[config.mk]
export PLATFORM = sky130hd
export DESIGN_NAME = pwm_cmd_scheduler
export DESIGN_NICKNAME = d
export VERILOG_FILES = /design/src/rtl/pwm_cmd_scheduler.sv
export SDC_FILE = /design/constraint.sdc
export NUM_CORES = 1
export LEC_CHECK = 0
export BUFFER_PORTS_ARGS = -buffer_cell sky130_fd_sc_hd__clkbuf_2
export CELL_PAD_IN_SITES_DETAIL_PLACEMENT = 1
export CELL_PAD_IN_SITES_GLOBAL_PLACEMENT = 2
export CORE_ASPECT_RATIO = 1.1
export CORE_MARGIN = 5
export CORE_UTILIZATION = 35
export DETAILED_ROUTE_END_ITERATION = 10
export PLACE_DENSITY_LB_ADDON = 0.3
export REMOVE_ABC_BUFFERS = 1
export SLEW_MARGIN = 30
export SYNTH_ARGS = -nofsm -noshare
export SYNTH_HDL_FRONTEND = slang
export SYNTH_SLANG_ARGS = --single-unit
[constraint.sdc]
create_clock -name clk -period 4.8 [get_ports clk]
set_input_delay 0.72 -clock clk [delete_from_list [all_inputs] [get_ports clk]]
set_output_delay 0.72 -clock clk [all_outputs]
set_load 0.01 [all_outputs]
[src/rtl/pwm_cmd_scheduler.sv]
// pwm_cmd_scheduler: slew-limited PWM command words with heartbeat, host watchdog and estop.
// Build macro PWM_SCHED_REVERSE_DWELL_EN adds a zero-duty dwell of DWELL_PASSES passes before a direction flip.
//
// state | meaning
// IDLE  | waiting for the slew tick terminal count
// SLEW  | updating channel idx, one channel per cycle
module pwm_cmd_scheduler #(
    parameter int N_CH         = 4,
    parameter int CH_W         = 2,
    parameter int STEP         = 16,
    parameter int UPDATE_DIV   = 1000,
    parameter int HB_DIV       = 500000,
    parameter int WDT_CYCLES   = 25000000,
    parameter int DWELL_PASSES = 4
) (
    input  logic                 clk,
    input  logic                 rst,
    input  logic                 wr_valid,
    output logic                 wr_ready,
    input  logic [CH_W-1:0]      wr_chan,
    input  logic [10:0]          wr_duty,
    input  logic                 wr_dir,
    input  logic                 estop,
    output logic [13*N_CH-1:0]   cmd_out,
    output logic [N_CH-1:0]      at_target,
    output logic                 busy,
    output logic                 fault,
    output logic                 bad_chan
);

    localparam int TICK_W = $clog2(UPDATE_DIV + 1);
    localparam int HB_W   = $clog2(HB_DIV + 1);
    localparam int WDT_W  = $clog2(WDT_CYCLES + 1);
    localparam logic [10:0] STEP_D = 11'(STEP);
    localparam logic [11:0] STEP_X = 12'(STEP);

    typedef enum logic {IDLE = 1'b0, SLEW = 1'b1} state_t;

    state_t            state, state_nxt;
    logic [CH_W-1:0]   idx, idx_nxt;
    logic [TICK_W-1:0] tick_cnt;
    logic [HB_W-1:0]   hb_cnt;
    logic              hb;
    logic [WDT_W-1:0]  wdt_cnt;

    logic [10:0]       cur_duty [N_CH];
    logic [10:0]       tgt_duty [N_CH];
    logic [N_CH-1:0]   cur_dir, tgt_dir;

    logic              wr_acc, tick, wdt_trip;
    logic [10:0]       sel_cur, sel_tgt, slew_duty;
    logic              sel_cdir, sel_tdir, slew_dir, can_flip;
    logic [11:0]       gap;

    assign wr_ready = !estop;
    assign wr_acc   = wr_valid && wr_ready;
    assign tick     = !estop && (tick_cnt == TICK_W'(UPDATE_DIV - 1));
    assign wdt_trip = !wr_acc && (wdt_cnt == WDT_W'(WDT_CYCLES - 1));
    assign busy     = (state == SLEW);

    always_ff @(posedge clk or negedge rst) begin
        if (!rst) begin
            state <= IDLE;
            idx   <= '0;
        end else begin
            state <= state_nxt;
            idx   <= idx_nxt;
        end
    end

    always_comb begin
        state_nxt = state;
        idx_nxt   = idx;
        if (estop) begin
            state_nxt = IDLE;
            idx_nxt   = '0;
        end else begin
            case (state)
                IDLE: if (tick) begin
                    state_nxt = SLEW;
                    idx_nxt   = '0;
                end
                SLEW: if (idx == CH_W'(N_CH - 1)) begin
                    state_nxt = IDLE;
                    idx_nxt   = '0;
                end else begin
                    idx_nxt = idx + 1'b1;
                end
                default: state_nxt = IDLE;
            endcase
        end
    end

`ifdef PWM_SCHED_REVERSE_DWELL_EN
    localparam int DW_W = $clog2(DWELL_PASSES + 1);
    logic [DW_W-1:0] dwell_cnt [N_CH];
    logic [DW_W-1:0] sel_dwell;
`endif

    // Slew step for the channel currently addressed by idx; reads the pre-write target.
    always_comb begin
        sel_cur  = '0;
        sel_tgt  = '0;
        sel_cdir = 1'b0;
        sel_tdir = 1'b0;
`ifdef PWM_SCHED_REVERSE_DWELL_EN
        sel_dwell = '0;
`endif
        for (int i = 0; i < N_CH; i++) begin
            if (idx == CH_W'(i)) begin
                sel_cur  = cur_duty[i];
                sel_tgt  = tgt_duty[i];
                sel_cdir = cur_dir[i];
                sel_tdir = tgt_dir[i];
`ifdef PWM_SCHED_REVERSE_DWELL_EN
                sel_dwell = dwell_cnt[i];
`endif
            end
        end
`ifdef PWM_SCHED_REVERSE_DWELL_EN
        can_flip = (sel_dwell == DW_W'(DWELL_PASSES));
`else
        can_flip = (DWELL_PASSES >= 0);
`endif
        gap       = '0;
        slew_duty = sel_cur;
        slew_dir  = sel_cdir;
        if (sel_cdir != sel_tdir) begin
            if (sel_cur != '0)
                slew_duty = (sel_cur > STEP_D) ? sel_cur - STEP_D : '0;
            else if (can_flip)
                slew_dir = sel_tdir;
        end else if (sel_tgt > sel_cur) begin
            gap       = {1'b0, sel_tgt} - {1'b0, sel_cur};
            slew_duty = (gap > STEP_X) ? sel_cur + STEP_D : sel_tgt;
        end else begin
            gap       = {1'b0, sel_cur} - {1'b0, sel_tgt};
            slew_duty = (gap > STEP_X) ? sel_cur - STEP_D : sel_tgt;
        end
    end

    always_ff @(posedge clk or negedge rst) begin
        if (!rst) begin
            for (int i = 0; i < N_CH; i++) begin
                cur_duty[i] <= '0;
                tgt_duty[i] <= '0;
            end
            cur_dir <= '0;
            tgt_dir <= '0;
        end else begin
            for (int i = 0; i < N_CH; i++) begin
                if (estop) begin
                    cur_duty[i] <= '0;
                    tgt_duty[i] <= '0;
                end else begin
                    if (state == SLEW && idx == CH_W'(i)) begin
                        cur_duty[i] <= slew_duty;
                        cur_dir[i]  <= slew_dir;
                    end
                    if (wr_acc && wr_chan == CH_W'(i)) begin
                        tgt_duty[i] <= wr_duty;
                        tgt_dir[i]  <= wr_dir;
                    end else if (wdt_trip) begin
                        tgt_duty[i] <= '0;
                    end
                end
            end
        end
    end

`ifdef PWM_SCHED_REVERSE_DWELL_EN
    // Dwell counts zero-duty passes at a pending reversal; any pass without one clears it.
    always_ff @(posedge clk or negedge rst) begin
        if (!rst) begin
            for (int i = 0; i < N_CH; i++) dwell_cnt[i] <= '0;
        end else begin
            for (int i = 0; i < N_CH; i++) begin
                if (!estop && state == SLEW && idx == CH_W'(i)) begin
                    if (sel_cdir != sel_tdir && sel_cur == '0 && !can_flip)
                        dwell_cnt[i] <= dwell_cnt[i] + 1'b1;
                    else
                        dwell_cnt[i] <= '0;
                end
            end
        end
    end
`endif

    always_ff @(posedge clk or negedge rst) begin
        if (!rst) begin
            tick_cnt  <= '0;
            hb_cnt    <= '0;
            hb        <= 1'b0;
            wdt_cnt   <= '0;
            fault     <= 1'b0;
            bad_chan  <= 1'b0;
            cmd_out   <= '0;
            at_target <= '1;
        end else begin
            if (estop || tick)
                tick_cnt <= '0;
            else
                tick_cnt <= tick_cnt + 1'b1;

            if (!fault && !estop) begin
                if (hb_cnt == HB_W'(HB_DIV - 1)) begin
                    hb_cnt <= '0;
                    hb     <= !hb;
                end else begin
                    hb_cnt <= hb_cnt + 1'b1;
                end
            end

            if (wr_acc) begin
                wdt_cnt <= '0;
                fault   <= 1'b0;
            end else if (wdt_cnt != WDT_W'(WDT_CYCLES)) begin
                wdt_cnt <= wdt_cnt + 1'b1;
                if (wdt_trip) fault <= 1'b1;
            end

            bad_chan <= wr_acc && (32'(wr_chan) >= 32'(N_CH));

            // Duty is blanked straight from estop so the outputs drop one cycle after it asserts.
            for (int i = 0; i < N_CH; i++) begin
                cmd_out[13*i +: 13] <= {hb, cur_dir[i], estop ? 11'd0 : cur_duty[i]};
                at_target[i]        <= (cur_duty[i] == tgt_duty[i]) && (cur_dir[i] == tgt_dir[i]);
            end
        end
    end

endmodule

==> reports/results.txt, run 1 <==
Power, Total = 4.62 mW
I/O pins = 78
die boundary width = 182 um
measured slew at the worst slew-check pin = 821 ps
gpl congestion = 0.912
routed len/inst = 20.2 um
post-synth cell types = 68
initial core utilization = 35.3%
Tcrit/Tclk final = 97.0%
DR vias/cell = 5.29
Pre-antenna DRT Iters = 7
Mapped Area = 11400 um2
CP arrival = 5040 ps
CTS clk-pin slew, worst paths = 70 ps
FF+latch count, synth = 208
clk buf depth = 3
register area share after synthesis = 45.7%
Peak VDD IR = 0.292 mV
CP Launch Type = flip-flop
Overflow after GRT = 0
global-route wire length before repair = 59.2 mm
antenna cells = 0
CTS H-tree depth = 1
YS warnings = 0
Root Buffer = clkbuf_16
crit path time final = 4660 ps
Setup Skew = 12.7 ps
internal reg-to-reg setup slack = 140 ps
Setup Viol. Count Final = 0
DIE AREA = 36300 um2
required time worst endpoint = 5180 ps
max_cap viols = 0
CTS Buf Count = 25
P_leak = 6.60 nW
Worst Path Buf+Inv = 6
Area Growth Syn to Fin = 26.1%
vias in the first global route = 10200
Fmax = 215 MHz
Synth async-reset ratio = 100%
Reg area = 5210 um2
DRC Markers = 0
Worst path max stage delay = 540 ps
initial antenna violation count = 0
number of flops mapped to enable cells by yosys = 0
fraction of layout instances using a drive strength above 1 = 23.0%
Cells after Synth = 1260
nature of the critical path endpoint = flip-flop
Placement Rows = 69
family with the most delay on the worst path = compound AO/OA/AOI/OAI gates
crit-path cells = inv_4 -> ha_4 -> nor2b_4 -> buf_6 -> a221o_1 -> o21ai_1 -> nor2_1 -> a21oi_1 -> buf_4 -> inv_2 -> ha_4 -> o21a_1 -> o21a_1 -> o21ai_2 -> a221oi_2 -> o211ai_1 -> or4_4 -> or4_4 -> a21oi_4 -> buf_12 -> mux2i_1 -> buf_4 -> a21oi_1
Fin. Hold Viols = 0
TritonCTS clock tree = yes
crit path kind = flip-flop to flip-flop
Hold WC Path Type = input pin to async pin
PortBufs = 76
Routed Antenna Nets = 0
DP Area = 13000 um2
max-slew violation count = 0
PD cells = 321 nW/um2
clk_lat worst skew = 530 ps
Sink Count = 208
Worst path slowest cell = or4_4
core area = 32300 um2
Multi-input gate area = 6140 um2
Syn Area/Cell = 9.05 um2
Top FF cell, synth = dfrtp_1
fillers = 3770
largest net degree at the start of global routing = 125
finished layout cell area = 14400 um2
die height = 199 um
max_slew headroom = 45.3%
GR Util All Layers = 20.4%
via count = 9861
Crit Path Max Fanout = 8
DR iter-0 viols = 454
status = completed
HPWL after DPL = 27.9 mm
drt total wl = 37.6 mm
Final nets = 1472
[Yosys cell counts (all sizes together), types with 14 or more instances]
| master | instances | area share [%] |
|---|---|---|
| nand4 | 23 | 1.3 |
| xor2 | 34 | 2.6 |
| clkbuf | 48 | 1.6 |
| nor2b | 47 | 2.6 |
| nand2 | 185 | 6.1 |
| o31ai | 15 | 1.0 |
| dfrtp | 204 | 45 |
| buf | 18 | 0.83 |
| and3 | 14 | 0.77 |
| nor3 | 16 | 0.70 |
| a21o | 14 | 0.92 |
| nor2 | 91 | 3.0 |
| ha | 32 | 3.5 |
| inv | 47 | 1.6 |
| xnor2 | 74 | 5.7 |
| nand3 | 37 | 1.6 |
| a21oi | 81 | 3.7 |
| o21ai | 108 | 4.7 |
[where the power goes]
part / internal, mW / leakage (nW) / switching [mW]
combinational: 0.292 / 3.32 / 0.384
clock: 1.28 / 0.418 / 0.766
sequential: 1.83 / 2.86 / 0.0721
[worst register-to-register path: cells and delay by family (launching register included)]
family	cells	cell delay, ps
compound gates	10	1580
fa+ha+maj	2	440
buf+inv	6	710
flops	1	440
mux	1	180
simple gates	4	1170
[metal layers]
metal | global-route usage (%) | up-vias | share of wire (%)
li1 | - | 4686 | -
met1 | 29.4 | 4927 | 47
met2 | 32.7 | 203 | 46
met3 | 2.69 | 45 | 4.4
met4 | 5.62 | 0 | 2.5
met5 | 0 | - | 0
[kinds of logic (layout without fill, tap and decap cells)]
logic type      count (synthesis)  in the layout  share of synthesized area (%)
mux                            15             15                           1.50
compound gates                302            302                           16.6
xor+xnor                      108            108                           8.36
flops                         208            208                           45.7
fa+ha+maj                      32             32                           3.51
buf+inv                       113            292                           3.98
simple gates                  481            481                           20.4
other cells                     1              1                         0.0329
[cell usage in the layout (no fill, tap or decap), drive strengths merged, types with 34 or more instances in the layout]
| cell type | count |
|---|---|
| nor2 | 91 |
| clkbuf | 109 |
| xor2 | 34 |
| nor2b | 47 |
| xnor2 | 74 |
| o21ai | 108 |
| a21oi | 81 |
| buf | 126 |
| nand3 | 37 |
| dfrtp | 204 |
| inv | 47 |
| nand2 | 185 |
[per-stage QoR]
step           TNS [ps]  worst slack (ps)  hold WS [ps]  instances  utilization (%)
6_report              0               144           117       1865             44.5
5_1_grt           -6.94             -6.94           142       1865             44.5
4_1_cts               0              1.18           347       1858             43.5
3_5_place_dp      -5040              -233           387       1811             40.2
3_3_place_gp       -974             -97.7           387       1811             40.2
2_1_floorplan    -13490              -423           372       1194                -
[state kept, by name, summed over array words and instances, names as in the netlist]
| name | flops |
|---|---|
| at_target | 4 |
| busy | 1 |
| cmd_out | 49 |
| cur_dir | 4 |
| cur_duty | 44 |
| fault | 1 |
| hb | 1 |
| hb_cnt | 19 |
| idx | 2 |
| tgt_dir | 4 |
| tgt_duty | 44 |
| tick_cnt | 10 |
| wdt_cnt | 25 |
[path summary, 6_finish.rpt]
path | endpoint | cells past startpoint | start
worst max-delay path | cur_duty[11]$_DFFE_PN0P_ | 23 | idx[0]$_DFFE_PN0P_
worst min-delay path | wdt_cnt[5]$_DFFE_PN0P_ | 1 | rst
worst max register to register | cur_duty[11]$_DFFE_PN0P_ | 23 | idx[0]$_DFFE_PN0P_
worst min register to register | cmd_out[38]$_DFF_PN0_ | 0 | hb$_DFFE_PN0P_
max in group asynchronous | tick_cnt[6]$_DFF_PN0_ | 2 | rst
min in group clk | cmd_out[38]$_DFF_PN0_ | 0 | hb$_DFFE_PN0P_
[area by class of cell]
type,count,share of cell area [%]
multi-input cells,939,42.7
inverters,47,1.26
repair buffers,201,9.94
well taps,426,3.71
clock buffers,34,4.86
flip-flops and latches,208,36.2
clock inverters,10,1.29
[what timing repair did]
| item | CTS | global route |
|---|---|---|
| buffers inserted | 3 | 6 |
| endpoints found under the hold margin | 0 | 0 |
| pin swaps | 7 | 10 |
| gates cloned | 0 | 0 |
| hold buffers | 0 | 0 |
| setup endpoints to repair | 40 | 44 |
| gates resized for setup | 31 | 54 |
Power figures use the tool's default switching activity.
==> run 2, diff against run 1 <==
--- a/config.mk
+++ b/config.mk
@@ -13,6 +13,7 @@
 export CORE_UTILIZATION = 35
 export DETAILED_ROUTE_END_ITERATION = 10
 export PLACE_DENSITY_LB_ADDON = 0.3
+export RECOVER_POWER = 50
 export REMOVE_ABC_BUFFERS = 1
 export SLEW_MARGIN = 30
 export SYNTH_ARGS = -nofsm -noshare
==> run 2 against run 1 <==
Net effect: the flow now finishes with violations (max-capacitance violations, max-slew violations); clock-buffer cell count unchanged; cell area is 0.25% lower; cell count is the same; clock power about the same; total power hardly changed; sequential power hardly changed; sequential share of layout area rose by 0.092 points.
==> reports/results.txt, run 2 (synthesized netlist as in run 1, its figures left out) <==
max_slew headroom = -109%
required time worst endpoint = 5180 ps
HPWL after DPL = 27.9 mm
GR Util All Layers = 20.4%
Tcrit/Tclk final = 96.7%
max-slew violation count = 89
setup ws final = 157 ps
Worst path slowest cell = or4_4
initial antenna violation count = 0
Placement Rows = 69
via count = 9843
Sink Count = 208
gpl congestion = 0.912
Overflow after GRT = 0
die height = 199 um
measured slew at the worst slew-check pin = 3130 ps
start point of the critical path = idx[0]$_DFFE_PN0P_
P_sw = 1.22 mW
largest net degree at the start of global routing = 125
Setup Viol. Count Final = 0
Final nets = 1472
PD cells = 322 nW/um2
Fin. Hold Viols = 0
Routed Antenna Nets = 0
reg2reg path depth = 23
DR vias/cell = 5.28
Pint = 3.40 mW
DR iter-0 viols = 486
DRC Markers = 0
routed len/inst = 20.1 um
crit-path cells = inv_4 -> ha_4 -> nor2b_4 -> buf_6 -> a221o_1 -> o21ai_1 -> nor2_1 -> a21oi_1 -> buf_4 -> inv_2 -> ha_4 -> o21a_1 -> o21a_1 -> o21ai_2 -> a221oi_2 -> o211ai_1 -> or4_4 -> or4_4 -> a21oi_4 -> buf_12 -> mux2i_1 -> buf_4 -> a21oi_1
antenna cells = 0
Setup Slack @ Placement = -233 ps
CTS Buf Count = 25
TritonCTS clock tree = yes
most frequent cells in the layout = 203 x dfrtp_1, 184 x nand2_1, 111 x buf_4
status = finished with violations
Seq pwr share = 41.1%
I/O pins = 78
Hold Crit Endpoint = cmd_out[38]$_DFF_PN0_
nature of the critical path endpoint = flip-flop
Reg with most FFs = cmd_out
Fmax = 215 MHz
failing checks = max-capacitance violations, max-slew violations
drt total wl = 37.5 mm
Final Util = 44.4%
clock power share = 44.3%
vias in the first global route = 10200
P_leak = 6.57 nW
CP Launch Type = flip-flop
Final TNS setup = 0 ps
max FFs per register = 49
Root Buffer = clkbuf_16
CP arrival = 5030 ps
Logic pwr share = 14.6%
Post-CTS Hold Fix Bufs = 0
Hold Path Cell Cnt = 0
commonest non-fill, non-tap cell in the layout = dfrtp_1
crit path time final = 4640 ps
Area Growth Syn to Fin = 25.8%
Worst path max stage delay = 550 ps
CTS H-tree depth = 1
leading registers by flop count = cmd_out (49), cur_duty (44), tgt_duty (44)
DIE AREA = 36300 um2
fraction of layout instances using a drive strength above 1 = 22.7%
clk buf depth = 3
switching share of power = 26.5%
global-route wire length before repair = 59.2 mm
clk_lat worst skew = 530 ps
core area = 32300 um2
Setup Skew = 11.9 ps
Crit Path Max Fanout = 8
Pre-antenna DRT Iters = 5
reg-to-reg critical path startpoint = idx[0]$_DFFE_PN0P_
HP Start = hb$_DFFE_PN0P_
initial core utilization = 35.3%
Peak VDD IR = 0.292 mV
CTS clk-pin slew, worst paths = 70 ps
crit path kind = flip-flop to flip-flop
max_cap viols = 2
die boundary width = 182 um
FF-to-FF End = cur_duty[11]$_DFFE_PN0P_
Hold WC Path Type = flip-flop to flip-flop
PortBufs = 76
internal reg-to-reg setup slack = 160 ps
[run 2: metal layers]
metal,wire length (um),track usage (%),up-vias
li1,-,-,4683
met1,17800,29.4,4909
met2,17200,32.7,206
met3,1570,2.69,45
met4,944,5.62,0
met5,0,0,-
[run 2: repair_timing]
action,4_1_cts,5_1_grt
resized for setup,31,54
pin swaps,7,10
endpoints found under the setup margin,40,44
buffers inserted,3,6
[run 2: how the worst max path moves through the flow]
stage / cells after the start / to
after floorplan: 18 / cur_duty[0]$_DFFE_PN0P_
after global placement: 20 / cur_duty[24]$_DFFE_PN0P_
after detailed placement: 20 / cur_duty[24]$_DFFE_PN0P_
after CTS: 21 / cur_duty[23]$_DFFE_PN0P_
after global routing: 21 / cur_duty[4]$_DFFE_PN0P_
final: 23 / cur_duty[11]$_DFFE_PN0P_
[run 2: power by group through the flow]
stage,clock (mW),sequential (mW),combinational [mW]
after global placement,0,1.93,0.619
final,2.05,1.90,0.674
after detailed placement,0,1.93,0.628
after CTS,2.10,1.90,0.656
after floorplan,0,1.91,0.338
after global routing,2.17,1.91,0.743
[run 2: per-stage QoR]
step / cells / hold slack (ps) / cell area (um2) / total power [mW]
after detailed placement: 1811 / 387 / 13000 / 2.56
after global routing: 1865 / 419 / 14300 / 4.82
after global placement: 1811 / 387 / 13000 / 2.54
after floorplan: 1194 / 372 / 11100 / 2.25
after CTS: 1858 / 347 / 14000 / 4.66
final: 1865 / 401 / 14300 / 4.62
[run 2: critical path, delay by kind of cell (launching register included)]
kind / cells / cell delay, ps
AO/OA/AOI/OAI: 10 / 1560
AND/OR/NAND/NOR: 4 / 1170
buffers and inverters: 6 / 710
adder cells (fa/ha/maj): 2 / 440
flip-flops: 1 / 440
multiplexers: 1 / 180
[run 2: cell type report]
type	count	area, um2
Multi-Input combinational cell	939	6140
Fill cell	3776	17900
Tap cell	426	533
Clock buffer	34	699
Timing Repair Buffer	201	1390
Sequential cell	208	5210
Clock inverter	10	185
Inverter	47	181
==> run 3, diff against run 2 <==
--- a/config.mk
+++ b/config.mk
@@ -6,15 +6,14 @@
 export NUM_CORES = 1
 export LEC_CHECK = 0
 export BUFFER_PORTS_ARGS = -buffer_cell sky130_fd_sc_hd__clkbuf_2
-export CELL_PAD_IN_SITES_DETAIL_PLACEMENT = 1
-export CELL_PAD_IN_SITES_GLOBAL_PLACEMENT = 2
+export CELL_PAD_IN_SITES_DETAIL_PLACEMENT = 0
+export CELL_PAD_IN_SITES_GLOBAL_PLACEMENT = 1
 export CORE_ASPECT_RATIO = 1.1
 export CORE_MARGIN = 5
-export CORE_UTILIZATION = 35
+export CORE_UTILIZATION = 43
 export DETAILED_ROUTE_END_ITERATION = 10
 export PLACE_DENSITY_LB_ADDON = 0.3
 export RECOVER_POWER = 50
-export REMOVE_ABC_BUFFERS = 1
 export SLEW_MARGIN = 30
 export SYNTH_ARGS = -nofsm -noshare
 export SYNTH_HDL_FRONTEND = slang
==> run 3 against run 2 <==
Net effect: the flow still finishes with violations (max-capacitance violations, max-slew violations); sequential power about the same; via count up 2.0%; routed wire length down 4.6%; register-to-register slack worse by 70 ps; clock power down 9.8%; non-clock buffer count up 34; global-route usage up 2.9 points; highest routed layer is now met5.
==> reports/results.txt, run 3 (synthesized netlist as in run 1, its figures left out) <==
Pre-antenna DRT Iters = 6
Logic pwr share = 15.6%
P_sw = 1.23 mW
max FFs per register = 49
reg2reg path depth = 21
Setup Viol. Count Final = 0
Area Growth Syn to Fin = 27.1%
CTS Buf Count = 24
largest net degree at the start of global routing = 106
clk_lat worst skew = 550 ps
crit path time final = 4710 ps
Power, Total = 4.45 mW
DR iter-0 viols = 820
gpl congestion = 0.970
max_slew headroom = -69.6%
die boundary width = 165 um
Seq pwr share = 42.7%
max_cap viols = 2
switching share of power = 27.7%
nature of the critical path endpoint = flip-flop
required time worst endpoint = 5200 ps
Setup Skew = 23.5 ps
fraction of layout instances using a drive strength above 1 = 25.4%
PortBufs = 76
dpl cells = 1752
initial core utilization = 43.6%
Routed Antenna Nets = 0
Placement Rows = 62
TritonCTS clock tree = yes
clock power share = 41.7%
Root Buffer = clkbuf_16
CTS H-tree depth = 1
drt total wl = 35.8 mm
crit path kind = flip-flop to flip-flop
via count = 10000
initial antenna violation count = 1
measured slew at the worst slew-check pin = 2540 ps
PD cells = 307 nW/um2
Tcrit/Tclk final = 98.2%
vias in the first global route = 9702
leading registers by flop count = cmd_out (49), cur_duty (44), tgt_duty (44)
Hold WC Path Type = flip-flop to flip-flop
Fin. Hold Viols = 0
Overflow after GRT = 0
core area = 26100 um2
CP arrival = 5110 ps
CTS clk-pin slew, worst paths = 60 ps
Post-CTS Hold Fix Bufs = 0
global-route wire length before repair = 54.9 mm
Hold Path Cell Cnt = 0
Fmax = 212 MHz
commonest non-fill, non-tap cell in the layout = dfrtp_1
HPWL after DPL = 26.5 mm
Sink Count = 208
Reg with most FFs = cmd_out
DR vias/cell = 5.50
P_leak = 6.73 nW
Min Hold Slack = 404 ps
non-filler cells, final = 1825
Final nets = 1505
most frequent cells in the layout = 204 x dfrtp_1, 185 x nand2_1, 139 x buf_4
die height = 181 um
status = finished with violations
syn_nets = 1310
routed len/inst = 19.6 um
DRC Markers = 0
Crit Path Max Fanout = 7
max-slew violation count = 162
CP Launch Type = flip-flop
Pint = 3.21 mW
GR Util All Layers = 23.3%
failing checks = max-capacitance violations, max-slew violations
clk buf depth = 3
I/O pins = 78
DIE AREA = 29900 um2
Peak VDD IR = 0.288 mV
## run 3: cell types whose count changed in the layout (fill, tap and decap cells not counted), sizes merged
| cell | change |
|---|---|
| diode | +1 |
| bufinv | -4 |
| clkinv | +2 |
| buf | +32 |
| clkbuf | +2 |
| clkinvlp | +1 |
## run 3: area by class of cell
type                            count  area, um2
Clock inverter                      9        113
Multi-Input combinational cell    939       6180
Inverter                           47        183
Antenna cell                        1       2.50
Fill cell                        2434      11600
Timing Repair Buffer              235       1670
Sequential cell                   208       5210
Tap cell                          352        440
Clock buffer                       34        708
## run 3: worst max-delay path, stage by stage (launching register included)
cell and delay (ps):
dfrtp_1 410, inv_2 90, ha_4 160, nor2b_4 150, buf_6 130, buf_4 130
a221o_1 330, a22oi_2 190, inv_2 70, ha_4 270, buf_6 100, buf_4 100
nand2_1 120, nor2_2 220, a31oi_4 120, xnor2_1 140, or4_4 520, or4_4 600
a21oi_4 270, mux2i_1 220, buf_4 150, a21oi_1 60
## run 3: metal layers
layer / global-route usage, % / up-vias / wire length (um)
met3: 3.33 / 77 / 2040
li1: - / 4745 / -
met1: 32.7 / 4875 / 15900
met4: 6.83 / 2 / 1090
met2: 37.7 / 342 / 16700
met5: 0 / - / 13
## run 3: power by group through the flow
stage	clock, mW	sequential, mW	combinational (mW)
global route	1.96	1.91	0.748
global placement	0	1.93	0.644
floorplan	0	1.91	0.356
finish	1.85	1.90	0.694
detailed placement	0	1.93	0.647
CTS	1.89	1.90	0.667
## run 3: path summary, 6_finish.rpt
| kind | from | end | slack [ps] |
|---|---|---|---|
| min | hb$_DFFE_PN0P_ | cmd_out[38]$_DFF_PN0_ | 400 |
| max | idx[0]$_DFFE_PN0P_ | cur_duty[25]$_DFFE_PN0P_ | 90 |
| max reg2reg | idx[0]$_DFFE_PN0P_ | cur_duty[25]$_DFFE_PN0P_ | 90 |
| min in group asynchronous | rst | wdt_cnt[13]$_DFFE_PN0P_ | 930 |
| min reg2reg | hb$_DFFE_PN0P_ | cmd_out[38]$_DFF_PN0_ | 400 |
| max in group asynchronous | rst | cmd_out[32]$_DFF_PN0_ | 1190 |
## run 3: what timing repair did
item | 4_1_cts | 5_1_grt
setup buffers | 0 | 28
gates cloned | 0 | 2
pin swaps | 4 | 35
resized for setup | 20 | 92
setup endpoints to repair | 44 | 44
## run 3: metrics by stage
| step | setup TNS (ps) | util (%) | instance area, um2 | setup WS [ps] |
|---|---|---|---|---|
| 6_report | 0 | 55.5 | 14500 | 85.8 |
| 5_1_grt | -1170 | 55.5 | 14500 | -103 |
| 4_1_cts | 0 | 53.2 | 13900 | 15.4 |
| 3_5_place_dp | -6490 | 49.7 | 13000 | -238 |
| 3_3_place_gp | -3350 | 49.7 | 13000 | -152 |
| 2_1_floorplan | 0 | - | 11400 | 36.3 |
